$ cat src/rtl/calculator_pkg.sv
// Shared calculator types: datapath width, result width, subtract FSM states.
package calculator_pkg;
    localparam int DATA_W   = 32;
    localparam int RESULT_W = 2 * DATA_W;

    typedef enum logic [1:0] {
        IDLE = 2'd0,
        LO   = 2'd1,
        HI   = 2'd2,
        DONE = 2'd3
    } sub_state_e;
endpackage

$ cat src/rtl/full_adder.sv
// One-bit full adder cell used by the calculator adder/subtractor chains.
module full_adder (
    input  logic a,
    input  logic b,
    input  logic cin,
    output logic sum,
    output logic cout
);
    assign sum  = a ^ b ^ cin;
    assign cout = (a & b) | (cin & (a ^ b));
endmodule

$ cat src/rtl/subtractor32.sv
// Combinational W-bit subtract slice: a + ~b + ~borrow_i, borrow_o = ~carry.
module subtractor32 #(
    parameter int W = 32
) (
    input  logic [W-1:0] a,
    input  logic [W-1:0] b,
    input  logic         borrow_i,
    output logic [W-1:0] diff,
    output logic         borrow_o
);
    logic [W:0] carry;

    assign carry[0] = ~borrow_i;

    for (genvar i = 0; i < W; i++) begin : g_bit
        full_adder u_fa (
            .a    (a[i]),
            .b    (~b[i]),
            .cin  (carry[i]),
            .sum  (diff[i]),
            .cout (carry[i+1])
        );
    end

    assign borrow_o = ~carry[W];
endmodule

$ cat src/rtl/sub64_seq.sv
// Two-cycle 2*SLICE_W subtractor reusing one slice; low half then high half.
// Optional SUB64_OVERFLOW_EN adds a registered signed overflow output.
module sub64_seq
    import calculator_pkg::*;
#(
    parameter int SLICE_W = DATA_W
) (
    input  logic                 clk_i,
    input  logic                 rst_ni,
    input  logic                 in_valid_i,
    output logic                 in_ready_o,
    input  logic [2*SLICE_W-1:0] a_i,
    input  logic [2*SLICE_W-1:0] b_i,
    output logic                 out_valid_o,
    input  logic                 out_ready_i,
    output logic [2*SLICE_W-1:0] diff_o,
`ifdef SUB64_OVERFLOW_EN
    output logic                 overflow_o,
`endif
    output logic                 borrow_o
);
    localparam int W2 = 2 * SLICE_W;

    sub_state_e         state;
    logic [W2-1:0]      a_q;
    logic [W2-1:0]      b_q;
    logic [SLICE_W-1:0] lo_diff_q;
    logic               lo_borrow_q;
    logic [W2-1:0]      diff_q;
    logic               borrow_q;

    logic               is_hi;
    logic [SLICE_W-1:0] s_a;
    logic [SLICE_W-1:0] s_b;
    logic               s_bin;
    logic [SLICE_W-1:0] s_diff;
    logic               s_bout;

    assign is_hi = (state == HI);
    assign s_a   = is_hi ? a_q[W2-1:SLICE_W] : a_q[SLICE_W-1:0];
    assign s_b   = is_hi ? b_q[W2-1:SLICE_W] : b_q[SLICE_W-1:0];
    assign s_bin = is_hi & lo_borrow_q;

    subtractor32 #(.W(SLICE_W)) u_slice (
        .a        (s_a),
        .b        (s_b),
        .borrow_i (s_bin),
        .diff     (s_diff),
        .borrow_o (s_bout)
    );

    // Low half is staged separately so diff_o keeps the old result until HI.
    always_ff @(posedge clk_i or negedge rst_ni) begin
        if (!rst_ni) begin
            state       <= IDLE;
            a_q         <= '0;
            b_q         <= '0;
            lo_diff_q   <= '0;
            lo_borrow_q <= 1'b0;
            diff_q      <= '0;
            borrow_q    <= 1'b0;
        end else begin
            unique case (state)
                IDLE: begin
                    if (in_valid_i) begin
                        a_q   <= a_i;
                        b_q   <= b_i;
                        state <= LO;
                    end
                end
                LO: begin
                    lo_diff_q   <= s_diff;
                    lo_borrow_q <= s_bout;
                    state       <= HI;
                end
                HI: begin
                    diff_q   <= {s_diff, lo_diff_q};
                    borrow_q <= s_bout;
                    state    <= DONE;
                end
                DONE: begin
                    if (out_ready_i) state <= IDLE;
                end
                default: state <= IDLE;
            endcase
        end
    end

`ifdef SUB64_OVERFLOW_EN
    logic ovf_q;

    always_ff @(posedge clk_i or negedge rst_ni) begin
        if (!rst_ni) begin
            ovf_q <= 1'b0;
        end else if (is_hi) begin
            ovf_q <= (a_q[W2-1] != b_q[W2-1]) && (s_diff[SLICE_W-1] != a_q[W2-1]);
        end
    end

    assign overflow_o = ovf_q;
`endif

    assign in_ready_o  = (state == IDLE);
    assign out_valid_o = (state == DONE);
    assign diff_o      = diff_q;
    assign borrow_o    = borrow_q;
endmodule
$ cat config.mk
export PLATFORM = sky130hd
export DESIGN_NAME = sub64_seq
export DESIGN_NICKNAME = d
export VERILOG_FILES = /design/src/rtl/calculator_pkg.sv /design/src/rtl/full_adder.sv /design/src/rtl/subtractor32.sv /design/src/rtl/sub64_seq.sv
export SDC_FILE = /design/constraint.sdc
export NUM_CORES = 1
export LEC_CHECK = 0
export ABC_AREA = 1
export BUFFER_PORTS_ARGS = -buffer_cell sky130_fd_sc_hd__buf_2
export CAP_MARGIN = 0
export CORE_MARGIN = 1.5
export CORE_UTILIZATION = 60
export CTS_CLUSTER_DIAMETER = 200
export DETAILED_ROUTE_END_ITERATION = 16
export HOLD_SLACK_MARGIN = 0.06
export PLACE_DENSITY_LB_ADDON = 0.1
export SLEW_MARGIN = 10
export SYNTH_ARGS = -nofsm -noshare
export SYNTH_HDL_FRONTEND = slang
export SYNTH_HIERARCHICAL = 1
export SYNTH_SLANG_ARGS = --single-unit
$ cat constraint.sdc
create_clock -name clk_i -period 42.8 [get_ports clk_i]
set_input_delay 8.56 -clock clk_i [delete_from_list [all_inputs] [get_ports clk_i]]
set_output_delay 8.56 -clock clk_i [all_outputs]
set_load 0.005 [all_outputs]
# Word level (Yosys, flattened, before mapping)
# Index checks and enable logic that the tools add are counted.
[classes]
eq_ne = 5
reduce_logical = 3
bitwise_logic = 195
mux = 5
[ops]
columns = ["operator", "count"]
rows = [
  ["$and 1x1->1", 65],
  ["$mux 32", 2],
  ["$xor 1x1->1", 64],
  ["$not 1->1", 34],
  ["$or 1x1->1", 32],
  ["$pmux 2 s4", 1],
  ["$eq 2x2->1 const B", 2],
  ["$mux 2", 2],
  ["$reduce_and 2->1", 2],
  ["$eq 2x1->1 const B", 1],
  ["$logic_not 2->1", 1],
  ["$ne 2x1->1 const B", 1],
  ["$ne 2x2->1 const B", 1],
]
[word_totals]
wordCells = 215
regBits = 228

# Logic depth before layout (Yosys ltp)
# Gate-level depths: netlist of run 1.
[depth]
ltp_word = 69
depth_mapped = 43
mapped_depth_nobuf = 41

# Cells and area by module
# Netlist of run 1, hierarchy kept.
[modules_own_cells]
columns = ["module", "cells_each", "seq_area_each_um2", "instances", "area_per_inst_um2"]
rows = [
  ["sub64_seq", 1168, 5705.5, 1, 9749.4],
  ["full_adder", 1, 0.0, 32, 20.0],
  ["subtractor32", 34, 0.0, 1, 127.6],
]

# Worst setup path before layout of run 1
# OpenSTA, ideal clock, no wires.
[synth_timing]
path_kind = "register to register"
startpoint = "register state[0]"
endpoint = "register diff_q[63] (netlist: diff_o[63])"
arrival_ps = 13550
required_ps = 42666
path_slack_ps = 29116
stages_incl_launch_ff = 43
period_less_slack_ps = 13684
n_path_buf = 2
path_cell_list = "dfrtp_1 -> inv_1 -> ha_1 -> inv_1 -> buf_2 -> buf_2 -> nand2_1 -> nand2_1 -> inv_1 -> fa_1 -> fa_1 -> fa_1 -> fa_1 -> fa_1 -> fa_1 -> fa_1 -> fa_1 -> fa_1 -> [7 not listed] -> fa_1 -> fa_1 -> fa_1 -> fa_1 -> fa_1 -> fa_1 -> fa_1 -> fa_1 -> fa_1 -> fa_1 -> fa_1 -> fa_1 -> fa_1 -> fa_1 -> fa_1 -> fa_1 -> nand2_1 -> o21ai_0"
[synth_via]
elab_chain_cells = 67
elab_cells_between_ends = 163
[synth_lines]
columns = ["element", "line", "rtl"]
rows = [
  ["start: declaration", "sub64_seq.sv:24", "sub_state_e state;"],
  ["start signal: assignment", "sub64_seq.sv:55", "state <= IDLE;"],
  ["start signal: assignment", "sub64_seq.sv:68", "state <= LO;"],
  ["start signal: assignment", "sub64_seq.sv:74", "state <= HI;"],
  ["$eq 2x2->1 *", "sub64_seq.sv:39", "assign is_hi = (state == HI);"],
  ["$mux 32 *", "sub64_seq.sv:41", "assign s_b = is_hi ? b_q[W2-1:SLICE_W] : b_q[SLICE_W-1:0];"],
  ["net s_b[0]", "sub64_seq.sv:34", "logic [SLICE_W-1:0] s_b;"],
  ["$not 1->1 *", "subtractor32.sv:18", ".b (~b[i]),"],
  ["$xor 1x1->1", "full_adder.sv:10", "assign cout = (a & b) | (cin & (a ^ b));"],
  ["$and 1x1->1", "full_adder.sv:10", ""],
  ["$or 1x1->1 *", "full_adder.sv:10", ""],
  ["net u_slice.carry[1]", "subtractor32.sv:11", "logic [W:0] carry;"],
  ["[2 not listed]", "--", ""],
  ["net u_slice.carry[2]", "subtractor32.sv:11", ""],
  ["[2 not listed]", "--", ""],
  ["net u_slice.carry[3]", "subtractor32.sv:11", ""],
  ["[2 not listed]", "--", ""],
  ["net u_slice.carry[4]", "subtractor32.sv:11", ""],
  ["[2 not listed]", "--", ""],
  ["net u_slice.carry[5]", "subtractor32.sv:11", ""],
  ["[2 not listed]", "--", ""],
  ["net u_slice.carry[6]", "subtractor32.sv:11", ""],
  ["[2 not listed]", "--", ""],
  ["net u_slice.carry[7]", "subtractor32.sv:11", ""],
  ["[2 not listed]", "--", ""],
  ["net u_slice.carry[8]", "subtractor32.sv:11", ""],
  ["[2 not listed]", "--", ""],
  ["net u_slice.carry[9]", "subtractor32.sv:11", ""],
  ["[2 not listed]", "--", ""],
  ["net u_slice.carry[10]", "subtractor32.sv:11", ""],
  ["[2 not listed]", "--", ""],
  ["net u_slice.carry[11]", "subtractor32.sv:11", ""],
  ["[2 not listed]", "--", ""],
  ["net u_slice.carry[12]", "subtractor32.sv:11", ""],
  ["[2 not listed]", "--", ""],
  ["net u_slice.carry[13]", "subtractor32.sv:11", ""],
  ["[2 not listed]", "--", ""],
  ["net u_slice.carry[14]", "subtractor32.sv:11", ""],
  ["[2 not listed]", "--", ""],
  ["net u_slice.carry[15]", "subtractor32.sv:11", ""],
  ["[2 not listed]", "--", ""],
  ["net u_slice.carry[16]", "subtractor32.sv:11", ""],
  ["[2 not listed]", "--", ""],
  ["net u_slice.carry[17]", "subtractor32.sv:11", ""],
  ["[2 not listed]", "--", ""],
  ["net u_slice.carry[18]", "subtractor32.sv:11", ""],
  ["[2 not listed]", "--", ""],
  ["net u_slice.carry[19]", "subtractor32.sv:11", ""],
  ["[2 not listed]", "--", ""],
  ["net u_slice.carry[20]", "subtractor32.sv:11", ""],
  ["[2 not listed]", "--", ""],
  ["net u_slice.carry[21]", "subtractor32.sv:11", ""],
  ["[2 not listed]", "--", ""],
  ["net u_slice.carry[22]", "subtractor32.sv:11", ""],
  ["[2 not listed]", "--", ""],
  ["net u_slice.carry[23]", "subtractor32.sv:11", ""],
  ["[2 not listed]", "--", ""],
  ["net u_slice.carry[24]", "subtractor32.sv:11", ""],
  ["[2 not listed]", "--", ""],
  ["net u_slice.carry[25]", "subtractor32.sv:11", ""],
  ["[2 not listed]", "--", ""],
  ["net u_slice.carry[26]", "subtractor32.sv:11", ""],
  ["[2 not listed]", "--", ""],
  ["net u_slice.carry[27]", "subtractor32.sv:11", ""],
  ["[2 not listed]", "--", ""],
  ["net u_slice.carry[28]", "subtractor32.sv:11", ""],
  ["[2 not listed]", "--", ""],
  ["net u_slice.carry[29]", "subtractor32.sv:11", ""],
  ["$and 1x1->1 *", "full_adder.sv:10", ""],
  ["$or 1x1->1 *", "full_adder.sv:10", ""],
  ["net u_slice.carry[30]", "subtractor32.sv:11", ""],
  ["$and 1x1->1 *", "full_adder.sv:10", ""],
  ["$or 1x1->1 *", "full_adder.sv:10", ""],
  ["net u_slice.carry[31]", "subtractor32.sv:11", ""],
  ["$xor 1x1->1 *", "full_adder.sv:9", "assign sum = a ^ b ^ cin;"],
  ["net s_diff[31]", "sub64_seq.sv:36", "logic [SLICE_W-1:0] s_diff;"],
  ["end signal: assignment", "sub64_seq.sv:77", "diff_q <= {s_diff, lo_diff_q};"],
  ["end: declaration", "sub64_seq.sv:29", "logic [W2-1:0] diff_q;"],
]
# The timed path passes the listed nets; every way through them passes the cells marked *.
# A chain may end at the register's enable or synchronous reset.

# Worst setup path in the final report of run 1
# Ends and elaborated chain as after synthesis.

==> summary.txt, run 1 <==
Run status
  – Outcome: complete, no violations

Clock tree
  – Worst-Skew Late Latency: 0.50 ns
  – Post-CTS setup buffer count: 0
  – H-tree Lvls: 1
  – Post-CTS Hold Buffers: 0
  – Clk slew on worst S/H paths: 0.06 ns
  – Number of gates resized after CTS: 0
  – Clock Path Buffers: 3
  – Sink count of the clock tree: 228
  – CTS root buf: clkbuf_16
  – CTS tree: built
  – TritonCTS buffer count: 23

Global route
  – Grt ovf: 0
  – First-pass GRT wire length: 38700 um
  – Largest net degree at the start of global routing: between 100 and 150
  – Vias in the first global route: 7813
  – Gr usage total: 26.6%
  – Initial antenna violation count: 1

Yosys
  – Sequential fraction of the synthesis area: 54.2%
  – Post-synth top area share: 54.2%
  – Net count after synthesis: 1403
  – Mapped cell area: 10500 sq um
  – Prevailing post-synth register cell: dfrtp_1
  – Number of synthesized flops with an enable pin: 0
  – Yosys reg bits: roughly 230
  – Distinct cells, synth: 13
  – Top cells by area, synth: dfrtp_1 (54%), nand2_1 (19%), nand3_1 (6.2%)
  – Syn_area_per_cell: 8.52 sq um
  – Synth cell count leaders: nand2_1 (524), dfrtp_1 (228), nand3_1 (130), inv_1 (107), o21ai_0 (66)
  – Cell type with the largest total area after synthesis: dfrtp_1
  – Ys Warns: 6
  – Most numerous cell in the Yosys netlist: nand2_1
  – Post-Synthesis Cells: 1234
  – Synth async-reset ratio: 100%

Critical path
  – FF-to-FF End: diff_o[63]
  – Max FO, Critical Path: 64
  – Worst setup EP type: flip-flop
  – Critical Path Most Common Cell: fa_1
  – CP startpoint kind: flip-flop
  – Reg2reg path depth: 40
  – Worst reg-to-reg setup slack: 27.91 ns
  – Kind of critical path: flip-flop to flip-flop
  – Reg2reg start: state[0]
  – CP required: 43.13 ns
  – Worst path arrival time: ~15 ns
  – Worst path slowest cell: buf_4
  – Max incr delay on CP: 0.56 ns

Worst hold path
  – Hold depth: 2
  – Hold endpoint: b_q[25]
  – Worst Hold Launch: b_q[25]
  – HP Class: flip-flop to flip-flop

Die
  – Die height: between 100 and 150 um
  – Ports: slightly below 200
  – Rows: 48
  – DIE WIDTH: around 140 um
  – Starting density of the core: 61.0%
  – Core Footprint: 17200 sq um
  – Die ar.: 18300 sq um

Timing
  – Final Hold Viols: 0
  – Worst slew pin tran: 1.20 ns
  – Tmin final: 14.89 ns
  – Fin Setup TNS: 0 ns
  – Fmax: 67.2 MHz
  – RSZ-0062 raised after global routing: false
  – Max-slew violation count: 0
  – Slew margin rel.: 20.0%
  – Final Setup Violations: 0
  – Clk_skew: 0.00986 ns
  – Final period utilization: roughly a third

Pwr
  – Total power: 1.10 mW
  – PD cells: 91.0 nW/um^2
  – P_leak: 6.62 nW
  – Max VDD drop: 0.0369 mV

Flow run
  – Max-cap violations: 0

Layout
  – Filler instances: 1456
  – Share of cells above drive strength 1: 17.4%
  – Nets@finish: 1556
  – Layout Area Growth over Synthesis: 15.4%
  – Final Util: 70.4%

Detailed routing
  – Final Routed Wirelength: 23900 um
  – Drt first pass iters: 5
  – Vias: 8342
  – Drt drc: 0
  – 1st-iter DRT viols: 572
  – Final antenna-violating net count: 0
  – DR vias/cell: 5.12
  – Wire length per cell: 14.7 um

Placement
  – Post-DP HPWL: between 15000 and 20000 um
  – Number of port buffers: 198
  – GPL Wtd Cong: 0.851
per-layer routing:
metal	vias to the layer above	global-route usage, %	wire, um
met5	-	0	0
met4	0	6.93	511
met1	3959	40.2	11400
met3	37	3.11	1260
met2	250	41.5	10700
li1	4096	-	-
state kept, by name (all words and copies together), names as in the netlist:
| register | cells |
|---|---|
| diff_o | 64 |
| a_q | 64 |
| state | 2 |
| b_q | 64 |
| borrow_o | 1 |
| lo_borrow_q | 1 |
| lo_diff_q | 32 |
cells in the final DEF (no fill, tap or decap):
cell,instances
a21oi_1,32
buf_2,196
buf_4,9
buf_8,1
bufinv_16,1
clkbuf_1,8
clkbuf_16,23
clkbuf_8,4
clkinv_2,4
dfrtp_1,228
diode_2,1
fa_1,32
ha_1,1
ha_2,2
ha_4,2
inv_1,106
inv_2,1
nand2_1,523
nand2_4,1
nand3_1,130
nor2_1,32
o21ai_0,66
through the flow:
step	std cells	worst slack [ns]	hold WS (ns)	cell area [sq um]
6_report	1628	27.91	0.469	12100
5_1_grt	1628	27.49	0.494	12100
4_1_cts	1627	28.01	0.473	12100
3_5_place_dp	1587	28.05	0.458	11400
3_3_place_gp	1587	28.21	0.454	11400
2_1_floorplan	1234	29.12	0.442	10500
how the worst max path moves through the flow:
stage / start / end / slack [ns] / depth (start not counted)
2_1_floorplan: state[0] / diff_o[63] / 29.12 / 42
3_3_place_gp: state[0] / diff_o[63] / 28.21 / 40
3_5_place_dp: state[0] / diff_o[63] / 28.05 / 40
4_1_cts: state[0] / diff_o[63] / 28.01 / 40
5_1_grt: state[0] / diff_o[63] / 27.49 / 40
6_report: state[0] / diff_o[63] / 27.91 / 40
worst max-delay path: cells and delay by family, from the launching register on:
kind / cells / cell delay (ns)
compound gates: 1 / 0.10
fa+ha+maj: 33 / 13.06
buf+inv: 3 / 0.82
flops: 1 / 0.42
simple gates: 3 / 0.31
layout make-up:
class / count / area [sq um] / area share, %
well taps: 225 / 282 / 2.32
clock buffers: 35 / 661 / 5.44
multi-input cells: 821 / 3970 / 32.7
clock inverters: 5 / 50.0 / 0.412
flip-flops and latches: 228 / 5710 / 47.0
inverters: 107 / 402 / 3.31
diodes: 1 / 2.50 / 0.0206
repair buffers: 206 / 1060 / 8.76
logic make-up after synthesis:
kind of cell    count (synthesis)  share of synthesized area, %
simple gates                  686                          26.0
fa+ha+maj                      37                          6.69
compound gates                 98                          4.66
buf+inv                       185                          8.38
flops                         228                          54.2
report_power, final:
part	leakage, nW	total, mW	switching (mW)	internal [mW]
clock	0.351	0.191	0.0789	0.112
combinational	3.46	0.536	0.334	0.202
sequential	2.80	0.378	0.0535	0.324
total	6.62	1.10	0.466	0.638
Power figures use the tool's default switching activity.
==> run 2, diff against run 1 <==
Settings changed: ABC_AREA 1 to 0, CORE_UTILIZATION 60 to 56.
Clock period 42.8 ns to 13.8 ns, I/O delays scaled along.
==> summary.txt, run 2 <==
Layout
  – Finished Cell Area: 12600 sq um (+4.0%)
  – Most frequent cells in the layout: dfrtp_1 (228), buf_2 (197), mux2_2 (171), mux2_4 (120), inv_1 (36)
  – Nets@finish: 1002 (-36%)
  – Layout Area Growth over Synthesis: 18.2%
  – Most common cell after layout, fill and taps aside: dfrtp_1
  – Share of cells above drive strength 1: 66.2% (+49 points)
  – Final Util: 67.4% (-3.0 points)
  – Inserted Diodes: 0 (-1)
  – Post-Layout Cell Count: 1085 (-33%)

Worst hold path
  – HP Class: flip-flop to flip-flop

Clock tree
  – Post-CTS setup buffer count: 0 (unchanged)
  – Clock Path Buffers: 3 (unchanged)
  – Sink count of the clock tree: 228 (unchanged)
  – H-tree Lvls: 1 (unchanged)
  – Worst-Skew Late Latency: 0.51 ns (about the same)
  – CTS root buf: clkbuf_16
  – Clk slew on worst S/H paths: 0.06 ns (about the same)
  – TritonCTS buffer count: 25 (+8.7%)
  – CTS tree: built

Timing
  – Final WS setup: 0.319 ns (-27.59 ns)
  – RSZ-0062 raised after global routing: false
  – Final period utilization: 97.7% (+63 points)
  – Max-slew violation count: 0 (unchanged)
  – Slew margin rel.: 35.9% (+16 points)
  – Fin Hold WS: 0.499 ns (+0.0300 ns)
  – Worst slew pin tran: 0.961 ns (-0.239 ns)
  – Fmax: 74.2 MHz (+10%)
  – Fin Setup TNS: 0 ns (unchanged)
  – Clk_skew: 0.0107 ns (+0.000854 ns)
  – Final Setup Violations: 0 (unchanged)
  – Final Hold Viols: 0 (unchanged)
  – Tmin final: 13.48 ns (-1.41 ns)

Die
  – Core Footprint: 18700 sq um (+8.5%)
  – Rows: 50 (+4.2%)
  – DIE WIDTH: 141 um (+4.2%)
  – Starting density of the core: 57.1% (-3.9 points)
  – Die height: 141 um (+4.2%)
  – Die ar.: 19900 sq um (+8.6%)
  – Ports: 199 (unchanged)

Flow run
  – Max-cap violations: 0 (unchanged)

Critical path
  – Crit-path leading delay family: adder cells
  – Worst path arrival time: 13.87 ns (-1.34 ns)
  – CP required: 14.19 ns (-28.94 ns)
  – Worst setup EP type: flip-flop
  – Max incr delay on CP: 0.47 ns (-0.09 ns)
  – Worst path slowest cell: fa_1
  – Critical Path Most Common Cell: fa_2
  – Max FO, Critical Path: 3 (-95%)
  – Kind of critical path: flip-flop to flip-flop
  – Worst path bufs/invs: 1 (-2)
  – CP startpoint kind: flip-flop

Yosys
  – Net count after synthesis: 799 (-43%)
  – Most numerous cell in the Yosys netlist: dfrtp_1
  – Distinct cells, synth: 15 (+2)
  – Yosys reg bits: 228 (unchanged)
  – Post-Synthesis Cells: 630 (-49%)
  – Top cells by area, synth: dfrtp_1 (53%), mux2_2 (18%), mux2_4 (17%)
  – Synth cell count leaders: dfrtp_1 (228), mux2_2 (171), mux2_4 (120), inv_1 (37), fa_1 (32)
  – Synth async-reset ratio: 100% (unchanged)
  – Cell type with the largest total area after synthesis: dfrtp_1
  – Mapped cell area: 10700 sq um (+1.5%)
  – Ys Warns: 6 (unchanged)
  – Sequential fraction of the synthesis area: 53.4% (-0.81 points)
  – Prevailing post-synth register cell: dfrtp_1
  – Post-synth top area share: 53.4% (-0.81 points)
  – Number of synthesized flops with an enable pin: 0 (unchanged)
  – Syn_area_per_cell: 16.9 sq um (+99%)

Global route
  – Gr usage total: 21.3% (-5.3 points)
  – Grt ovf: 0 (unchanged)
  – Largest net degree at the start of global routing: 107 (-18%)
  – Initial antenna violation count: 1 (unchanged)
  – First-pass GRT wire length: 33500 um (-13%)
  – Vias in the first global route: 6393 (-18%)

Placement
  – GPL Wtd Cong: 0.786 (-7.7%)
  – Pre-CTS WS: -0.498 ns (-28.55 ns)
  – Dpl cells: 1040 (-34%)
  – Post-DP HPWL: 14200 um (-12%)
  – Number of port buffers: 198 (unchanged)
  – Placed Area: 11700 sq um (+2.6%)

Detailed routing
  – Wire length per cell: 19.0 um (+29%)
  – Vias: 5635 (-32%)
  – 1st-iter DRT viols: 154 (-73%)
  – DR vias/cell: 5.19 (+1.4%)
  – Drt first pass iters: 4 (-1)
  – Final Routed Wirelength: 20600 um (-14%)
  – Final antenna-violating net count: 0 (unchanged)
  – Drt drc: 0 (unchanged)

Run status
  – Outcome: complete, no violations

Pwr
  – Max VDD drop: 0.132 mV (+260%)
  – PD cells: 300 nW/um^2 (+230%)
  – Total power: 3.78 mW (+240%)
  – P_leak: 6.17 nW (-6.8%)
## run 2: cell count changes after synthesis, sizes merged, moves of 8 or more
cell and change:
o21ai -66, buf -38, clkbuf -8, nand2 -523, mux2 +291, nand3 -130
nor2 -32, a21oi -31, inv -70
## run 2: worst paths after layout
path | slack, ns | depth (start not counted) | startpoint | end
worst max-delay path | 0.32 | 36 | state[0] | diff_o[63]
worst min-delay path | 0.50 | 1 | diff_o[25] | diff_o[25]
worst max register to register | 0.32 | 36 | state[0] | diff_o[63]
worst min register to register | 0.50 | 1 | diff_o[25] | diff_o[25]
max in group asynchronous | 10.07 | 2 | rst_ni | diff_o[41]
min in group asynchronous | 2.30 | 1 | rst_ni | a_q[6]
## run 2: final cells by class
cell class / count / area (sq um)
tap: 234 / 293
fill: 1328 / 6090
multi-input combinational: 333 / 4550
sequential: 228 / 5710
inverter: 37 / 139
clock inverter: 7 / 87.6
clock buffer: 38 / 764
timing repair buffer: 208 / 1080
## run 2: timing repair
item,in CTS,in global routing
setup endpoints to repair,6,4
resized for setup,11,6
hold buffers,0,0
## run 2: layer usage
layer	wire length (um)	track usage, %
met2	10300	36.8
met4	357	4.66
met5	13	0
met1	8720	27.3
met3	1190	5.30
## run 2: worst register-to-register path, delay by kind of cell (launching register included)
| kind | cells | cell delay [ns] |
|---|---|---|
| fa+ha+maj | 33 | 12.22 |
| mux | 2 | 0.64 |
| flops | 1 | 0.39 |
| buf+inv | 1 | 0.09 |
## run 2: power breakdown
group,total [mW],switching [mW],internal [mW],leakage [nW]
sequential,1.22,0.187,1.04,2.69
combinational,1.88,0.771,1.11,3.06
clock,0.675,0.258,0.417,0.422
total,3.78,1.22,2.56,6.17
## run 2: kinds of logic after synthesis
logic type                 Yosys count  share of synthesized area [%]
buffers and inverters               69                           4.73
DFF                                228                           53.4
adders and majority gates           37                           6.59
and+or+nand+nor                      3                          0.176
muxes                              291                           34.9
AOI/OAI and AO/OA                    2                          0.152
